--- config.mk ---
export PLATFORM = sky130hd
export DESIGN_NAME = nec_repeat_timer
export DESIGN_NICKNAME = d
export VERILOG_FILES = /design/src/rtl/nec_repeat_timer.sv
export SDC_FILE = /design/constraint.sdc
export NUM_CORES = 1
export LEC_CHECK = 0
export ABC_AREA = 0
export CAP_MARGIN = 5
export CORE_MARGIN = 1
export CORE_UTILIZATION = 43
export DETAILED_ROUTE_END_ITERATION = 7
export PLACE_DENSITY = 0.63
export SYNTH_ARGS = -nofsm -noshare
export SYNTH_HDL_FRONTEND = slang
export SYNTH_SLANG_ARGS = --single-unit
--- constraint.sdc ---
create_clock -name clkin -period 3.2 [get_ports clkin]
set_input_delay 0.64 -clock clkin [delete_from_list [all_inputs] [get_ports clkin]]
set_output_delay 0.64 -clock clkin [all_outputs]
set_load 0.05 [all_outputs]
--- src/rtl/nec_repeat_timer.sv ---
// Repeat-code window: loadable down-counter, open while non-zero.
// Latency: load takes effect the cycle after load_i; open_o is registered.
// Backpressure: none.
// Ports: clkin/rst (sync, active high), load_i (reload to WINDOW), open_o.
module nec_repeat_timer #(
    parameter int unsigned WINDOW = 32'd2200000
) (
    input  logic clkin,
    input  logic rst,
    input  logic load_i,
    output logic open_o
);
    localparam int CNT_W = (WINDOW > 0) ? $clog2(WINDOW + 1) : 1;

    logic [CNT_W-1:0] count_q;

    always_ff @(posedge clkin) begin
        if (rst) begin
            count_q <= '0;
        end else if (load_i) begin
            count_q <= CNT_W'(WINDOW);
        end else if (count_q != '0) begin
            count_q <= count_q - CNT_W'(1);
        end
    end

    assign open_o = (count_q != '0);
endmodule

==> impl_metrics.yaml <==
worst_setup_path:
  timing.reg2reg.worst_path_depth: 4
  reg2reg_slack_ns: 0.68
  crit_path_required_time_ns: 2.56
  end_kind: "primary output"
  cp_slowest_stage_delay_ns: 0.50
  cpMaxStageDelayCell: "sky130_fd_sc_hd__nor4b_1"
  reg2reg_from: "count_q[4]"
  crit_path_max_fanout: 11
  worstPathArrival_ns: 2.26
  setup.worst_path.start: "count_q[0]"
  worstReg2RegEnd: "count_q[20]"
  critPathLaunchType: "flip-flop"
  criticalPathCategory: "reg -> out"
  crit_path_cell_trace: "inv_1 > ha_1 > nor4b_1 > and2_1 > nand2_1 > buf_4"
hold_path:
  worstHoldPathCells: 2
  worstHoldEndpoint: "count_q[11]"
  min-delay-path-class: "reg -> reg"
  hold_path_startpoint: "count_q[11]"
power:
  peakVddDrop_uv: 330.2
  power.static_leakage_nw: 0.4650
  powerDensity_mw_per_mm2: 478.7
global_routing:
  vias_in_the_first_global_route: 1057
  grt_pass1_wl_um: 4947
  grt_overflow_total: 0
  globalRouteTotalUtil: 0.2026
  number_of_antenna_violations_at_the_first_check_in_global_routing: 0
  grt_start_max_net_pins: 19
synthesis:
  netlist.area_leader.share: 0.3541
  synth.net_count: 153
  synth_area_mm2: 0.001244
  yosysUniqueCellTypes: 35
  post_synth.cell_area_avg_um2: 8.403
  synth_seq_cells: 22
  synth-edff-count: 0
  ys_async_sr_fraction: 0
  yosys-top-cells-area: "sky130_fd_sc_hd__dfxtp_1 (35%), sky130_fd_sc_hd__or3_1 (6.0%), sky130_fd_sc_hd__mux2i_1 (5.6%), sky130_fd_sc_hd__or4_1 (5.4%), sky130_fd_sc_hd__nor4_1 (4.0%)"
  synth_seq_area_share: 0.3541
  synthFlopType: "sky130_fd_sc_hd__dfxtp_1"
  yosysWarnings: 0
  synth_largest_area_cell: "sky130_fd_sc_hd__dfxtp_1"
  syn_inst: 148
floorplanning:
  die-height_um: 55.78
  design.core.area_mm2: 0.002758
  rows: 19
  initial_core_util: 0.4510
  die_outline_area_mm2: 0.003111
  io-pin-count: 4
  chipWidth_um: 55.78
timing:
  fmax_mhz: 344.2
  max_slew_margin: 0.3470
  post-route-period-util: 0.9078
  fin_hold_viols: 0
  grt_setup_unrepaired: "false"
  finalSetupViolCount: 0
  fin_crit_ns: 2.905
  worst-slew-pin-transition_ns: 0.9705
  fin_worst_skew_ns: 0.005268
  finalSetupTns_ns: 0
  postLayoutSetupSlackWorst_ns: 0.2951
  final_max_slew_violation_count: 0
detailed_routing:
  first_pass_iters: 4
  first_iter_violations: 30
  route.final.wire_length_um: 2929
  drc: 0
  final_ant_viol_nets: 0
  vias: 1165
  wl_per_cell_um: 16.36
  routed_via_density: 6.508
final_layout:
  max_ffs_per_register: 22
  post_route_cells_drive_above_1_share: 0.07432
  fraction_of_the_core_area_covered_by_cells_at_the_end_of_the_flow: 0.4809
  largestRegisters: "count_q (22)"
  synthToLayoutAreaGrowth_pct: 6.640
  final_net_count: 154
  antenna_cells_inserted: 0
  top_register: "count_q"
clock_tree:
  master_cell_of_the_clock_root_buffer: "sky130_fd_sc_hd__clkbuf_4"
  tritoncts: "built"
  post_cts.repair.setup_buffers: 0
  cts.htree.levels: 1
  cts-resized-gates: 0
  cts-root-to-sink-buffers: 2
  clkSlewWorstSetupHoldPaths_ns: 0.13
  clkSinkCount: 22
  clkLatencyLatePin_ns: 0.31
  cts_inserted_buffers: 3
  postCtsHoldBufs: 0
placement:
  portBuffers: 3
  gp_congestion: 0.8608
  dp_hpwl_um: 2037
  dp_worst_setup_slack_ns: 0.7103
run:
  timing.max_cap.violations: 0
status:
  outcome: "finished, final reports clean"
==> kinds of logic (layout without fill, tap and decap cells) <==
| logic type | after synthesis | in the layout | share of synthesized area |
|---|---|---|---|
| buffers and inverters | 12 | 12 | 0.03722 |
| DFF | 22 | 22 | 0.3541 |
| AOI/OAI and AO/OA | 36 | 36 | 0.2062 |
| muxes | 7 | 7 | 0.05634 |
| adders and majority gates | 2 | 2 | 0.02012 |
| and+or+nand+nor | 69 | 69 | 0.3260 |
==> metal layers <==
layer	routed length, um	GRT usage	up-vias	part of all wire
met5	0	0	-	0
met4	68	0.1179	0	0.023
met3	92	0.02558	9	0.031
met2	1318	0.3098	29	0.45
met1	1450	0.2742	535	0.50
li1	-	-	592	-
==> final cells by class <==
class,instances,area (um2)
repair buffers,5,42.54
flip-flops and latches,22,440.4
clock buffers,4,36.28
fillers,273,1431
multi-input cells,114,757.0
well taps,31,38.79
inverters,3,11.26
==> per-stage QoR <==
step	cells	power [W]	hold WS (ns)	instance area, um2
2_1_floorplan	148	0.0004429	0.4420	1244
3_3_place_gp	175	0.0004790	0.4649	1290
3_5_place_dp	175	0.0004818	0.4784	1290
4_1_cts	179	0.0006380	0.4966	1326
5_1_grt	179	0.0006695	0.5146	1326
6_report	179	0.0006349	0.4934	1326
==> cells in the mapped netlist, types with 4 or more instances <==
cell	instances
sky130_fd_sc_hd__mux2i_1	7
sky130_fd_sc_hd__dfxtp_1	22
sky130_fd_sc_hd__nor3_1	9
sky130_fd_sc_hd__nor2_1	5
sky130_fd_sc_hd__or4_1	9
sky130_fd_sc_hd__o21ai_0	6
sky130_fd_sc_hd__nor4_1	8
sky130_fd_sc_hd__a211oi_1	5
sky130_fd_sc_hd__clkbuf_1	8
sky130_fd_sc_hd__a21oi_1	5
sky130_fd_sc_hd__a31oi_1	5
sky130_fd_sc_hd__o31ai_1	4
sky130_fd_sc_hd__nand2_1	12
sky130_fd_sc_hd__or3_1	12
==> where the power goes <==
part	total (W)	switching, W	internal, W
sequential	0.000319	0.0000252	0.000294
clock	0.000157	0.0000876	0.0000695
combinational	0.000159	0.0000993	0.0000597
==> worst max path at each step <==
| stage | to |
|---|---|
| floorplan | open_o |
| global placement | open_o |
| detailed placement | count_q[20] |
| CTS | open_o |
| global route | open_o |
| finish | open_o |
==> cell usage in the layout (no fill, tap or decap), drive strengths merged <==
cell type and instances:
inv 3, a2111oi 2, buf 3, dfxtp 22, ha 2, o311a 1, a221oi 1, nor2 5
or3 12, o41ai 3, nand3b 1, nand2 12, nand4 3, o21ai 6, o31ai 4, nor3b 1
nor2b 1, or2 1, nand2b 2, o211ai 2, a21oi 5, clkdlybuf4s50 2, nor3 9, a41o 1
a211oi 5, and4b 1, or3b 1, mux2i 7, or4 10, and2 1, nor4b 1, nor4 8
a31oi 5, o311ai 1, clkbuf 4
==> worst max-delay path, delay by kind of cell (launching register included) <==
| kind | cells | cell delay [ns] |
|---|---|---|
| and+or+nand+nor | 3 | 1.11 |
| DFF | 1 | 0.36 |
| adders and majority gates | 1 | 0.16 |
| buffers and inverters | 2 | 0.33 |
No activity file was read; power rests on OpenSTA's default activity.
